--- src/rtl/fwd_hazard_ctrl.sv ---
// Forwarding and load-use hazard controller: tracks in-flight destinations through
// EX/DM/WB and produces registered operand selects for the register bank.
module fwd_hazard_ctrl #(
    parameter int REG_AW   = 5,
    parameter bit ZERO_FWD = 1'b0,
    parameter int STALL_CW = 16
) (
    input  logic                clk,
    input  logic                rst,
    input  logic                id_valid,
    input  logic [REG_AW-1:0]   id_ra,
    input  logic [REG_AW-1:0]   id_rb,
    input  logic [REG_AW-1:0]   id_rw,
    input  logic                id_we,
    input  logic                id_load,
    input  logic                id_imm,
    input  logic                flush,
    output logic                stall,
    output logic [1:0]          mux_sel_A,
    output logic [1:0]          mux_sel_B,
    output logic                imm_sel,
    output logic [STALL_CW-1:0] stall_cnt
);

    typedef enum logic [1:0] {
        SEL_REG = 2'b00,
        SEL_EX  = 2'b01,
        SEL_DM  = 2'b10,
        SEL_WB  = 2'b11
    } sel_e;

    typedef struct packed {
        logic [REG_AW-1:0] rw;
        logic              we;
        logic              load;
    } tag_t;

    // t1 heads for EX next cycle, t2 for DM, t3 for WB.
    tag_t t1, t2, t3;
    tag_t new_tag;
    logic issue;
    logic load_use;
    sel_e sel_a, sel_b;

    // Newest matching stage wins; the issuing instruction's own rw is never compared.
    function automatic sel_e fwd_sel(input logic [REG_AW-1:0] src,
                                     input tag_t s1, input tag_t s2, input tag_t s3);
        sel_e res;
        res = SEL_REG;
        if (ZERO_FWD && src == '0)
            res = SEL_REG;
        else if (s1.we && s1.rw == src)
            res = SEL_EX;
        else if (s2.we && s2.rw == src)
            res = SEL_DM;
        else if (s3.we && s3.rw == src)
            res = SEL_WB;
        return res;
    endfunction

    always_comb begin
        load_use = t1.we && t1.load &&
                   ((t1.rw == id_ra) || ((t1.rw == id_rb) && !id_imm));
        stall    = !rst && id_valid && !flush && load_use;
        issue    = !rst && id_valid && !flush && !stall;
        sel_a    = fwd_sel(id_ra, t1, t2, t3);
        sel_b    = fwd_sel(id_rb, t1, t2, t3);
        new_tag  = '0;
        if (issue) begin
            new_tag.rw   = id_rw;
            new_tag.we   = id_we;
            new_tag.load = id_load;
        end
    end

    // NOTE: all state below uses non-blocking assignments so the three-stage
    // shift reads the pre-edge values of every stage.
    always_ff @(posedge clk) begin
        if (rst) begin
            t1        <= '0;
            t2        <= '0;
            t3        <= '0;
            mux_sel_A <= SEL_REG;
            mux_sel_B <= SEL_REG;
            imm_sel   <= 1'b0;
            stall_cnt <= '0;
        end else begin
            t3 <= t2;
            t2 <= t1;
            t1 <= new_tag;
            if (issue) begin
                mux_sel_A <= sel_a;
                mux_sel_B <= sel_b;
                imm_sel   <= id_imm;
            end else begin
                mux_sel_A <= SEL_REG;
                mux_sel_B <= SEL_REG;
                imm_sel   <= 1'b0;
            end
            if (stall && stall_cnt != '1)
                stall_cnt <= stall_cnt + 1'b1;
        end
    end

endmodule

--- config.mk ---
export PLATFORM = sky130hd
export DESIGN_NAME = fwd_hazard_ctrl
export DESIGN_NICKNAME = d
export VERILOG_FILES = /design/src/rtl/fwd_hazard_ctrl.sv
export SDC_FILE = /design/constraint.sdc
export NUM_CORES = 1
export LEC_CHECK = 0
export CAP_MARGIN = 20
export CORE_MARGIN = 2
export CORE_UTILIZATION = 49
export CTS_CLUSTER_DIAMETER = 40
export DETAILED_ROUTE_END_ITERATION = 12
export PLACE_DENSITY_LB_ADDON = 0.25
export RECOVER_POWER = 25
export REMOVE_ABC_BUFFERS = 1
export SYNTH_ARGS = -nofsm -noshare
export SYNTH_HDL_FRONTEND = slang
export SYNTH_SLANG_ARGS = --single-unit
--- constraint.sdc ---
create_clock -name clk -period 2.7 [get_ports clk]
set_input_delay 0.54 -clock clk [delete_from_list [all_inputs] [get_ports clk]]
set_output_delay 0.54 -clock clk [all_outputs]
set_load 0.01 [all_outputs]
==> impl_metrics.ini <==
[layout]
nNetsFinal = 289
final_common_cell = dfxtp_1
antenna_cells = 0
fillCellCount = 283
final_cell_mix = dfxtp_1 (40), clkdlybuf4s50_1 (33), xor2_1 (20)
drive_gt1_frac = 0.116
multi_input_area_um2 = 1090
syn2layout_area_growth_pct = 37.6
final_cells = 315
seqCellArea_um2 = 801

[worst_setup_path]
critPathKind = input port to output port
crit_end = stall
r2r-end = stall_cnt[1]
crit_fanout = 2
rrSetupSlack_ps = 370
worst_r2r_path_depth = 8
start_kind = input port
r2r_start = t1[2]
startpoint = id_ra[1]
required_ps = 2160
critPathArrivalTime_ps = 2040
worstSetupEndpointType = output port

[pwr]
powerDensity_nw_per_um2 = 458
clock_power_share = 0.416
p_int_mw = 0.933
static-leakage-power_nw = 1.02
ir_drop_mv = 0.344
p_seq_frac = 0.498
combPwrFrac = 0.086
switchingPower_mw = 0.274
total_power_mw = 1.21
switching_share = 0.227

[placement]
gp_congestion = 0.914
dpl.hpwl_um = 3150
preCtsSetupSlack_ps = -435
dp_cells = 307
port_buffers = 43

[synth]
syn_avg_cell_area_um2 = 9.35
synth.distinct_cells = 39
netlist_area_um2 = 1920
synth_edf_count = 0
yosysWarnings = 0
seq_area_frac_synth = 0.418
syn_inst = 205
async_reset_ff_frac = 0
synthFlopType = dfxtp_1
synth_seq_cells = 40

[grt]
grt_pass1_vias = 1547
grt_max_degree = 32
antenna_found_initial = 0
track_usage = 0.201
grt_overflow = 0
grt_pass1_wl_um = 6760

[routing]
drc = 0
drtAntennaViolNets = 0
drt-vias-per-instance = 5.28
vias = 1662
wirelength_um = 4330
drtPass1Iterations = 4
wire_per_inst_um = 13.7
drtIter0Drc = 64

[floorplan]
rows = 22
coreArea_um2 = 3720
ios = 44
die_width_um = 66.5
initial_core_util = 0.516
dieArea_um2 = 4430
die_y_um = 66.5

[status]
outcome = complete, no violations

[sta]
finalSetupTns_ps = 0
period_share = 0.956
final_max_slew_viol_count = 0
slew_headroom = 0.101
worst_slew_pin_slew_ps = 1350
fin_crit_ps = 2580
hold_viol_final = 0
rsz0062_at_grt = false
hold_slack_ps = 506
skew_ps = 10.7
setup_ws_ps = 118
setup-violations-final = 0
fmax_mhz = 387

[clocking]
hold_buffers = 0
cts_buffers = 5
cts_buffer_depth = 2
htreeDepth = 2
cts_tree = done
cts_sinks = 40
clk_latency_ps = 290
clock-root-buffer = clkbuf_8
postCtsSetupBuffers = 0
clk_pin_slew_worst_paths_ps = 80

[flow_run]
cap_violations = 0

[worst_hold_path]
hp-class = register to register
## synth_stat cells (2+ instances only)
master	instances	area, um^2
buf_6	2	22.5
nand3_1	9	45.0
xor2_1	20	175
o211ai_1	2	15.0
and3_1	7	43.8
and4_1	2	17.5
clkbuf_1	3	11.3
a21oi_1	6	30.0
nor2_1	17	63.8
nand2_1	6	22.5
nand2b_1	3	18.8
nor4_1	4	25.0
nor3_1	7	35.0
dfxtp_1	40	801
nand4_1	6	37.5
mux2_1	3	33.8
xnor2_1	15	131
and2_1	8	50.1
mux2i_1	2	20.0
nor2b_1	15	93.8
a211oi_1	6	45.0
inv_1	5	18.8
## worst min path at each step
stage	startpoint	endpoint	slack, ps	cells past startpoint
6_report	stall_cnt[15]	stall_cnt[15]	510	1
3_5_place_dp	t2[1]	t3[1]	480	1
2_1_floorplan	t1[2]	t2[2]	450	2
3_3_place_gp	t2[1]	t3[1]	480	1
5_1_grt	t2[1]	t3[1]	510	1
4_1_cts	t1[1]	t2[1]	510	2
## state kept, by name, summed over array words and instances, names as in the netlist
name       count
mux_sel_B      2
mux_sel_A      2
imm_sel        1
stall_cnt     16
t1             7
t2             6
t3             6
## per-stage QoR
stage / utilization / area (um^2)
after floorplan: - / 1880
after global placement: 0.671 / 2490
after detailed placement: 0.671 / 2490
after CTS: 0.702 / 2610
after global routing: 0.710 / 2640
final: 0.710 / 2640
## cells by family (layout without fill, tap and decap cells)
kind of cell / after synthesis / after routing / share of synthesized area
buffers and inverters: 10 / 72 / 0.0274
adder cells (fa/ha/maj): 1 / 1 / 0.00653
AO/OA/AOI/OAI: 23 / 23 / 0.0947
XOR/XNOR: 35 / 35 / 0.160
multiplexers: 5 / 5 / 0.0281
AND/OR/NAND/NOR: 91 / 91 / 0.266
flip-flops: 40 / 40 / 0.418
## area by class of cell
type                            instances  area share
Clock buffer                            5      0.0261
Sequential cell                        40       0.304
Timing Repair Buffer                   59       0.209
Clock inverter                          3      0.0176
Tap cell                               48      0.0228
Inverter                                5     0.00712
Multi-Input combinational cell        155       0.414
## worst max-delay path, stage by stage
cell and delay, ps:
clkdlybuf4s50_1 440, xor2_1 170, nor3_1 310, nand3_1 170, and2_4 180, nor2_2 90
buf_2 130
## repair_timing
action | CTS | global route
pin swaps | 0 | 2
gates resized for setup | 6 | 8
endpoints found under the hold margin | 0 | 0
setup endpoints to repair | 1 | 1
## layer usage
metal | wire, um | GRT usage
met1 | 1970 | 0.264
met2 | 2040 | 0.310
met3 | 270 | 0.0574
met4 | 50 | 0.0765
met5 | 0 | 0
## power groups by stage
stage               clock [mW]  combinational (mW)  sequential (mW)
floorplan                    0              0.0346            0.613
global placement             0               0.100            0.614
detailed placement           0               0.101            0.614
CTS                      0.513               0.102            0.600
global route             0.533               0.111            0.602
finish                   0.502               0.104            0.601
(Power assumes the default switching activity.)
